File: src/rtl/register_dump_unit.sv
// Debug read-out engine: walks a register-file read port from FIRST_REG to LAST_REG and streams
// a header byte followed by each 32-bit value as four little-endian bytes on a valid/ready link.
module register_dump_unit #(
  parameter int unsigned FIRST_REG   = 0,
  parameter int unsigned LAST_REG    = 31,
  parameter logic [7:0]  HEADER_BYTE = 8'hA5
) (
  input  logic        clock,
  input  logic        reset,
  input  logic        start,
  input  logic        abort,
  output logic        busy,
  output logic        done,
  output logic [4:0]  readAddress,
  input  logic [31:0] readData,
  output logic [7:0]  byteOut,
  output logic        byteValid,
  input  logic        byteReady
);

  localparam int unsigned ADDR_W  = 5;
  localparam int unsigned DATA_W  = 32;
  localparam int unsigned BYTE_W  = 8;
  localparam int unsigned COUNT_W = 2;

  localparam logic [ADDR_W-1:0]  FIRST_ADDR = ADDR_W'(FIRST_REG);
  localparam logic [ADDR_W-1:0]  LAST_ADDR  = ADDR_W'(LAST_REG);
  localparam logic [COUNT_W-1:0] LAST_BYTE  = COUNT_W'(3);

  typedef enum logic [1:0] {
    IDLE   = 2'd0,
    HEADER = 2'd1,
    LOAD   = 2'd2,
    SEND   = 2'd3
  } state_t;

  state_t              state;
  state_t              state_next;
  logic [DATA_W-1:0]   shift;
  logic [COUNT_W-1:0]  byte_count;

  logic xfer_c;
  logic last_byte_c;
  logic last_reg_c;

  // Outputs are decoded from registers only, so byteReady never reaches byteValid/byteOut.
  assign xfer_c      = byteValid && byteReady;
  assign last_byte_c = (byte_count == LAST_BYTE);
  assign last_reg_c  = (readAddress == LAST_ADDR);

  // State register
  always_ff @(posedge clock) begin
    if (reset) begin
      state <= IDLE;
    end else begin
      state <= state_next;
    end
  end

  // Next-state logic; abort overrides every transition
  always_comb begin
    state_next = state;
    if (abort) begin
      state_next = IDLE;
    end else begin
      unique case (state)
        IDLE:   if (start)  state_next = HEADER;
        HEADER: if (xfer_c) state_next = LOAD;
        LOAD:   state_next = SEND;
        SEND: begin
          if (xfer_c && last_byte_c) begin
            state_next = last_reg_c ? IDLE : LOAD;
          end
        end
        default: state_next = IDLE;
      endcase
    end
  end

  // Output decode
  always_comb begin
    busy      = 1'b0;
    byteValid = 1'b0;
    byteOut   = '0;
    unique case (state)
      IDLE: begin
        busy = 1'b0;
      end
      HEADER: begin
        busy      = 1'b1;
        byteValid = 1'b1;
        byteOut   = HEADER_BYTE;
      end
      LOAD: begin
        busy = 1'b1;
      end
      SEND: begin
        busy      = 1'b1;
        byteValid = 1'b1;
        byteOut   = shift[BYTE_W-1:0];
      end
      default: begin
        busy = 1'b0;
      end
    endcase
  end

  // Datapath: read address walk, capture/shift register, byte counter and done pulse
  always_ff @(posedge clock) begin
    if (reset) begin
      readAddress <= FIRST_ADDR;
      shift       <= '0;
      byte_count  <= '0;
      done        <= 1'b0;
    end else begin
      done <= 1'b0;
      if (abort) begin
        readAddress <= FIRST_ADDR;
        byte_count  <= '0;
      end else begin
        unique case (state)
          IDLE: begin
            if (start) begin
              readAddress <= FIRST_ADDR;
            end
          end
          HEADER: begin
            byte_count <= '0;
          end
          LOAD: begin
            shift      <= readData;
            byte_count <= '0;
          end
          SEND: begin
            if (xfer_c) begin
              if (!last_byte_c) begin
                shift      <= {BYTE_W'(0), shift[DATA_W-1:BYTE_W]};
                byte_count <= byte_count + COUNT_W'(1);
              end else if (!last_reg_c) begin
                readAddress <= readAddress + ADDR_W'(1);
              end else begin
                readAddress <= FIRST_ADDR;
                done        <= 1'b1;
              end
            end
          end
          default: begin
            byte_count <= '0;
          end
        endcase
      end
    end
  end

endmodule

File: config.mk
export PLATFORM = sky130hd
export DESIGN_NAME = register_dump_unit
export DESIGN_NICKNAME = d
export VERILOG_FILES = /design/src/rtl/register_dump_unit.sv
export SDC_FILE = /design/constraint.sdc
export NUM_CORES = 1
export LEC_CHECK = 0
export BUFFER_PORTS_ARGS = -buffer_cell sky130_fd_sc_hd__buf_2
export CAP_MARGIN = 20
export CELL_PAD_IN_SITES_DETAIL_PLACEMENT = 0
export CELL_PAD_IN_SITES_GLOBAL_PLACEMENT = 1
export CORE_MARGIN = 4
export CORE_UTILIZATION = 38
export CTS_CLUSTER_DIAMETER = 60
export DETAILED_ROUTE_END_ITERATION = 8
export PLACE_DENSITY = 0.8
export SYNTH_ARGS = -nofsm -noshare
export SYNTH_HDL_FRONTEND = slang
export SYNTH_SLANG_ARGS = --single-unit
File: constraint.sdc
create_clock -name clock -period 2.2 [get_ports clock]
set_input_delay 0.33 -clock clock [delete_from_list [all_inputs] [get_ports clock]]
set_output_delay 0.33 -clock clock [all_outputs]
set_load 0.02 [all_outputs]
# Word level (Yosys, flattened, before mapping)
# Index checks and enable logic that the tools add are counted.
# word_totals
ff_bits	42
input_bits	37
out_inout_bits	16
elab_cells	57
# op_classes
n_addsub	2
n_eq_ne	11
mux	20
bitwise	4
n_reduce_logical	15
# ops
operator	n
two-way mux 32 bit	2
one-hot mux 32 bit (2 select lines)	1
two-way mux 5 bit	4
one-hot mux 8 bit (2 select lines)	1
two-way mux 2 bit	6
inequality test 2 bit, second input constant	6
one-hot mux 5 bit (2 select lines)	1
one-hot mux 2 bit (4 select lines)	1
AND reduction 4 bit	2
== test 2 bit, second input constant	3
AND reduction 3 bit	2
nonzero test 2 bit	3
OR reduction 2 bit	3
adder 5 x 1 -> 5 bit, second input constant	1
== test 5 bit, second input constant	1
OR reduction 5 bit	1
NOT 1 bit	4
one-hot mux 2 bit (2 select lines)	1
OR reduction 3 bit	1
adder 2 x 1 -> 2 bit, second input constant	1
== test 2 x 1 -> 1 bit, second input constant	1
logical AND 1 bit	2
logical NOT 2 bit	1
two-way mux 1 bit	2
one-hot mux 1 bit (2 select lines)	1

# Depth between registers and ports, before layout
# Gate-level depths: netlist (run 1).
# depth
depth_word	7
depth_mapped	7
ltp_nobuf	6

# Worst setup path before layout (run 1)
# No wires, ideal clock.
# synth_path
path_type	register to register
from	register byte_count[0]
to	register shift[0]
arrival_time_ns	1.484
setup_slack_ns	0.575
stages_incl_launch_ff	7
path_buffers	2
synth_period_minus_slack_ns	1.625
path_cell_list	dfxtp_1 ha_1 nand2b_1 a211oi_2 buf_4 buf_2 a311oi_2
# synth_between
elab_chain_cells	3
# synth_rtl
item	line_no	rtl
from (decl)	40	logic [COUNT_W-1:0] byte_count;
from (signal assigned)	138	byte_count <= byte_count + COUNT_W'(1);
== test 2 bit	48	assign last_byte_c = (byte_count == LAST_BYTE);
inequality test 2 bit (no source line)	--	
AND reduction 4 bit (no source line)	--	
to (signal assigned)	131	shift <= readData;
to (signal assigned)	137	shift <= {BYTE_W'(0), shift[DATA_W-1:BYTE_W]};
to (decl)	39	logic [DATA_W-1:0] shift;
# No other way between the ends.
# A chain may end at the register's enable or synchronous reset.

# Worst setup path in the final report (run 1)
# layout_path
from	register state[0]
to	output port byteOut[3]
# layout_between
elab_chain_cells	2
# layout_rtl
item	line_no	rtl
from (decl)	37	state_t state;
from (signal assigned)	56	state <= state_next;
== test 2 bit / == test 2 x 1 -> 1 bit (equally long branches)	85	unique case (state)
one-hot mux 8 bit (2 select lines) *	85	
to (decl)	16	output logic [7:0] byteOut,
# Mark *: on every way between the ends. The rest lies on a longest branch, timed or not.

==> impl_metrics.csv, run 1 <==
group,metric,value,unit
logic_synthesis,syn_area,0.001991,mm²
run,cap_violations,0,
routing,vias,1828,
grt,antenna_found_initial,0,
sta,period_needed,1.865,ns
logic_synthesis,synth-main-ff-cell,"dfxtp_1",
setup_path,required,1.87,ns
layout,area_delta_synth_final,19.74,%
logic_synthesis,synth.top_cell.area_share,42.24,%
cts,worstSkewPairLatency,0.30,ns
cts,root_buffer,"clkbuf_8",
grt,grt_pass1_wl,7941,µm
floorplanning,num_rows,26,
power,p_per_area,582.7,mW/mm²
logic_synthesis,async_reset_ff_share,0,%
setup_path,cp-end-kind,"primary output",
floorplanning,dieArea,0.006461,mm²
cts,cts_setup_buffers,0,
sta,finalCritPeriodShare,84.75,%
placement,placed_area,0.002297,mm²
setup_path,crit_type,"reg -> out",
hold_path,hold_class,"in -> reg",
grt,track_usage,15.68,%
logic_synthesis,yosys.area.top_type,"dfxtp_1",
grt,grt-ovfl-total,0,
sta,maxSlewViolCount,0,
layout,antenna_cells,0,
logic_synthesis,yosysUniqueCellTypes,29,
sta,whs,0.2820,ns
routing,wl,4730,µm
logic_synthesis,netlist_top_cells_area,"dfxtp_1 42%, nand3_1 8.3%, a311oi_2 7.5%",
logic_synthesis,syn_area_per_cell,8.125,µm²
sta,tightestPinTransition,0.4415,ns
cts,numCtsBuffers,5,
cts,htree_levels,2,
sta,max_freq,536.3,MHz
logic_synthesis,yosysSeqAreaShare,42.24,%
routing,viasPerCell,5.106,
cts,postCtsHoldBufs,0,
logic_synthesis,synth_cells,245,
placement,numPlacedInstances,350,
power,p_total,1389,µW
cts,cts_resized,0,
placement,port-buffer-count,52,
routing,first_pass_iters,4,
logic_synthesis,synth_seq_cells,42,
logic_synthesis,yosys_warnings,0,
routing,drt-initial-drc-count,115,
cts,cts_tree,"yes",
routing,ant_nets,0,
layout,final_area,0.002384,mm²
power,peakVddDrop,0.2316,mV
routing,wl_per_cell,13.21,µm
setup_path,reg2reg_from,"byte_count[0]$_SDFFE_PP0P_",
floorplanning,die_h,80.38,µm
placement,gp_congestion,0.7410,
sta,clock_skew,0.01190,ns
sta,rsz0062_at_grt,"false",
run_status,status,"complete, no violations",
routing,drcViolationCount,0,
setup_path,start_kind,"flip-flop",
cts,cts_sinks,42,
setup_path,cp_max_fo,18,
setup_path,crit_start,"state[0]$_SDFFE_PP0P_",
sta,finalSetupViolCount,0,
sta,fin_tns_setup,0,ns
layout,final-instance-count-excl-fill,358,
placement,dp_hpwl,3177,µm
sta,hold_viol,0,
floorplanning,core,0.005107,mm²
grt,grt_pass1_vias,1730,
cts,clockBufferDepth,2,
floorplanning,die_w,80.38,µm
hold_path,min_from,"readData[29]",
grt,grt_max_degree,57,
layout,final_nets,327,
power,power_leakage,0.0009383,µW
layout,fillCellCount,570,
logic_synthesis,synth_nets,285,
sta,slew_headroom,70.53,%
floorplanning,initial_core_util,38.98,%
layout,drive_above_1_share,27.08,%
cts,path_clk_slew,0.08,ns
logic_synthesis,synth_edf_count,0,
setup_path,worstPathArrival,1.53,ns
floorplanning,ios,53,
==> worst max-delay path, stage by stage (launching register included) <==
cell and delay [ns]:
dfxtp_1 0.60, buf_4 0.31, and3_1 0.17, buf_2 0.16
==> final timing paths <==
check                           cells after the start                endpoint  slack (ns)
worst max-delay path                                3              byteOut[3]        0.34
worst min-delay path                                3  shift[29]$_SDFFE_PP0P_        0.28
worst max register to register                      6   shift[6]$_SDFFE_PP0P_        0.36
worst min register to register                      2  shift[25]$_SDFFE_PP0P_        0.45
==> state kept, by name, summed over array words and instances, names as in the netlist <==
signal	flops
done	1
readAddress	5
byte_count	2
state	2
shift	32
==> stage by stage <==
step,utilization [%],setup WS (ns)
floorplan,-,0.5750
global placement,44.98,0.4580
detailed placement,44.98,0.3815
CTS,46.67,0.3022
global route,46.67,0.2058
finish,46.67,0.3354
==> final cells by class <==
class | instances | area [µm²] | area share, %
multi-input cells | 177 | 1036 | 43.46
flip-flops and latches | 42 | 840.8 | 35.28
repair buffers | 59 | 325.3 | 13.65
well taps | 70 | 87.58 | 3.675
clock buffers | 6 | 72.57 | 3.045
clock inverters | 2 | 13.76 | 0.5774
inverters | 2 | 7.507 | 0.3150
==> logic make-up after synthesis <==
group | count (synthesis) | share of synthesized area, %
and+or+nand+nor | 122 | 27.34
buffers and inverters | 26 | 6.096
DFF | 42 | 42.24
muxes | 1 | 0.5028
adders and majority gates | 3 | 1.886
AOI/OAI and AO/OA | 51 | 21.94
==> layout by cell type, fill, tap and decap left out, drive strengths merged, types with 2 or more instances in the layout <==
cell	synthesis	layout
nand4	3	3
a22oi	2	2
a21oi	14	14
ha	3	3
a311oi	24	24
o21a	4	4
nand2	38	38
inv	2	2
nand3	33	33
nor3	4	4
nor2	32	32
o21ai	4	4
dfxtp	42	42
buf	11	59
and3	7	7
clkinv	0	2
clkbuf	13	6
a211oi	2	2
==> cells in the mapped netlist, drive strengths merged, types with 3 or more instances <==
master  count
nor3        4
o21a        4
nand2      38
ha          3
buf        11
dfxtp      42
a21oi      14
nor2       32
and3        7
nand3      33
o21ai       4
clkbuf     13
a311oi     24
nand4       3
==> report_power, final <==
part / leakage [µW] / internal [µW] / switching (µW)
combinational: 0.000554 / 49.3 / 72.2
clock: 0.0000452 / 224 / 269
sequential: 0.000339 / 767 / 6.92
total: 0.000938 / 1040 / 349
==> per-layer routing <==
layer	share of wire (%)	GRT usage, %
met5	0	0
met4	1.6	7.095
met3	5.1	3.251
met1	47	20.84
met2	46	24.25
Note: power is estimated with default switching activity, not from simulation.
==> run 2: changes to the inputs <==
- clock period: 2.2 -> 1.8 ns (I/O delays scaled with it)
==> impl_metrics.csv, run 2 (synthesized netlist as in run 1, its figures left out) <==
group,metric,value,unit
cts,htree_levels,2,
sta,rsz0062_at_grt,"false",
floorplanning,num_rows,26,
placement,gp_congestion,0.7671,
layout,layout_commonest_cell,"buf_2",
placement,numPlacedInstances,353,
grt,track_usage,15.21,%
cts,clockBufferDepth,2,
floorplanning,core,0.005107,mm²
routing,wl_per_cell,13.67,µm
setup_path,cpMaxStageDelayCell,"dfxtp_1",
sta,max_freq,595.3,MHz
layout,antenna_cells,0,
grt,antenna_found_initial,0,
setup_path,path_buf_inv,2,
floorplanning,ios,53,
floorplanning,die_h,80.38,µm
layout,top_register,"shift",
sta,period_needed,1.680,ns
cts,path_clk_slew,0.08,ns
sta,tightestPinTransition,0.3691,ns
power,p_per_area,686.1,mW/mm²
floorplanning,dieArea,0.006461,mm²
setup_path,crit_type,"reg -> reg",
power,power_leakage,0.0009862,µW
floorplanning,die_w,80.38,µm
grt,grt_pass1_wl,7693,µm
routing,wl,4991,µm
setup_path,cpLargestDelayFamily,"compound AO/OA/AOI/OAI gates",
setup_path,cp-end-kind,"flip-flop",
routing,first_pass_iters,4,
routing,viasPerCell,5.121,
sta,slew_headroom,75.37,%
layout,drive_above_1_share,29.49,%
sta,clock_skew,0.008118,ns
sta,finalCritPeriodShare,93.32,%
cts,numCtsBuffers,5,
run_status,status,"complete, no violations",
layout,area_delta_synth_final,24.83,%
sta,fin_ws,0.1202,ns
sta,fin_tns_setup,0,ns
sta,maxSlewViolCount,0,
grt,grt_pass1_vias,1662,
grt,grt_max_degree,57,
routing,drt-initial-drc-count,89,
layout,final-instance-count-excl-fill,365,
layout,mostFrequentLayoutCells,"52 x buf_2, 42 x dfxtp_1, 38 x nand2_1",
power,p_total,1705,µW
run,cap_violations,0,
sta,whs,0.2227,ns
cts,root_buffer,"clkbuf_8",
placement,dp_hpwl,3219,µm
power,peakVddDrop,0.2632,mV
layout,final_nets,334,
setup_path,start_kind,"flip-flop",
placement,port-buffer-count,52,
floorplanning,initial_core_util,38.98,%
setup_path,path_cells,"ha_1, nand2b_1, a211oi_4, buf_4, clkbuf_16, nor2_1, a311oi_1",
layout,largest_reg_flops,32,
routing,vias,1869,
cts,cts_tree,"yes",
routing,drcViolationCount,0,
placement,pre_cts_slack,0.09752,ns
layout,top_regs,"shift x32, readAddress x5",
hold_path,hold_class,"in -> reg",
cts,cts_sinks,42,
setup_path,required,2.01,ns
setup_path,critPathMaxStageDelay,0.33,ns
routing,ant_nets,0,
setup_path,worstPathArrival,1.89,ns
grt,grt-ovfl-total,0,
sta,finalSetupViolCount,0,
setup_path,cp_max_fo,14,
sta,hold_viol,0,
cts,postCtsHoldBufs,0,
cts,worstSkewPairLatency,0.30,ns
-- run 2: changes by cell type in the layout (fill, tap and decap cells not counted) --
cell	delta
buf_4	+4
clkbuf_16	+2
a22oi_1	-1
a22oi_2	+1
nor3_1	-1
buf_6	+1
nor3_2	+1
-- run 2: final timing paths --
path / from / end / cells past startpoint / slack, ns
worst max-delay path: byte_count[0]$_SDFFE_PP0P_ / shift[20]$_SDFFE_PP0P_ / 7 / 0.12
worst min-delay path: readData[31] / shift[31]$_SDFFE_PP0P_ / 3 / 0.22
worst max register to register: byte_count[0]$_SDFFE_PP0P_ / shift[20]$_SDFFE_PP0P_ / 7 / 0.12
worst min register to register: shift[25]$_SDFFE_PP0P_ / shift[25]$_SDFFE_PP0P_ / 2 / 0.46
-- run 2: layout make-up --
| cell class | count | area, µm² |
|---|---|---|
| tap | 70 | 87.58 |
| fill | 530 | 2623 |
| clock buffer | 6 | 72.57 |
| multi-input combinational | 177 | 1046 |
| sequential | 42 | 840.8 |
| clock inverter | 2 | 13.76 |
| timing repair buffer | 66 | 416.7 |
| inverter | 2 | 7.507 |
-- run 2: worst min-delay path, delay by kind of cell --
kind	cells	cell delay, ns
buffers and inverters	1	0.10
AOI/OAI and AO/OA	1	0.05
and+or+nand+nor	1	0.05
-- run 2: what timing repair did --
action	CTS	global route
buffers inserted	0	2
endpoints found under the setup margin	0	31
gates resized for setup	0	3
-- run 2: stage by stage --
step                cell area [µm²]  utilization (%)
global placement               2320            45.42
detailed placement             2320            45.42
CTS                            2406            47.11
floorplan                      1991                -
finish                         2485            48.65
global route                   2485            48.65
-- run 2: report_power, final --
| group | internal [µW] | switching, µW |
|---|---|---|
| logic | 64.6 | 91.7 |
| clock network | 274 | 331 |
| registers | 937 | 6.45 |
-- run 2: per-layer routing --
| metal | up-vias | routed length [µm] | GRT usage [%] |
|---|---|---|---|
| met3 | 6 | 254 | 4.821 |
| met4 | 0 | 59 | 5.574 |
| met2 | 39 | 2289 | 22.76 |
| met1 | 850 | 2388 | 20.39 |
| met5 | - | 0 | 0 |
| li1 | 974 | - | - |
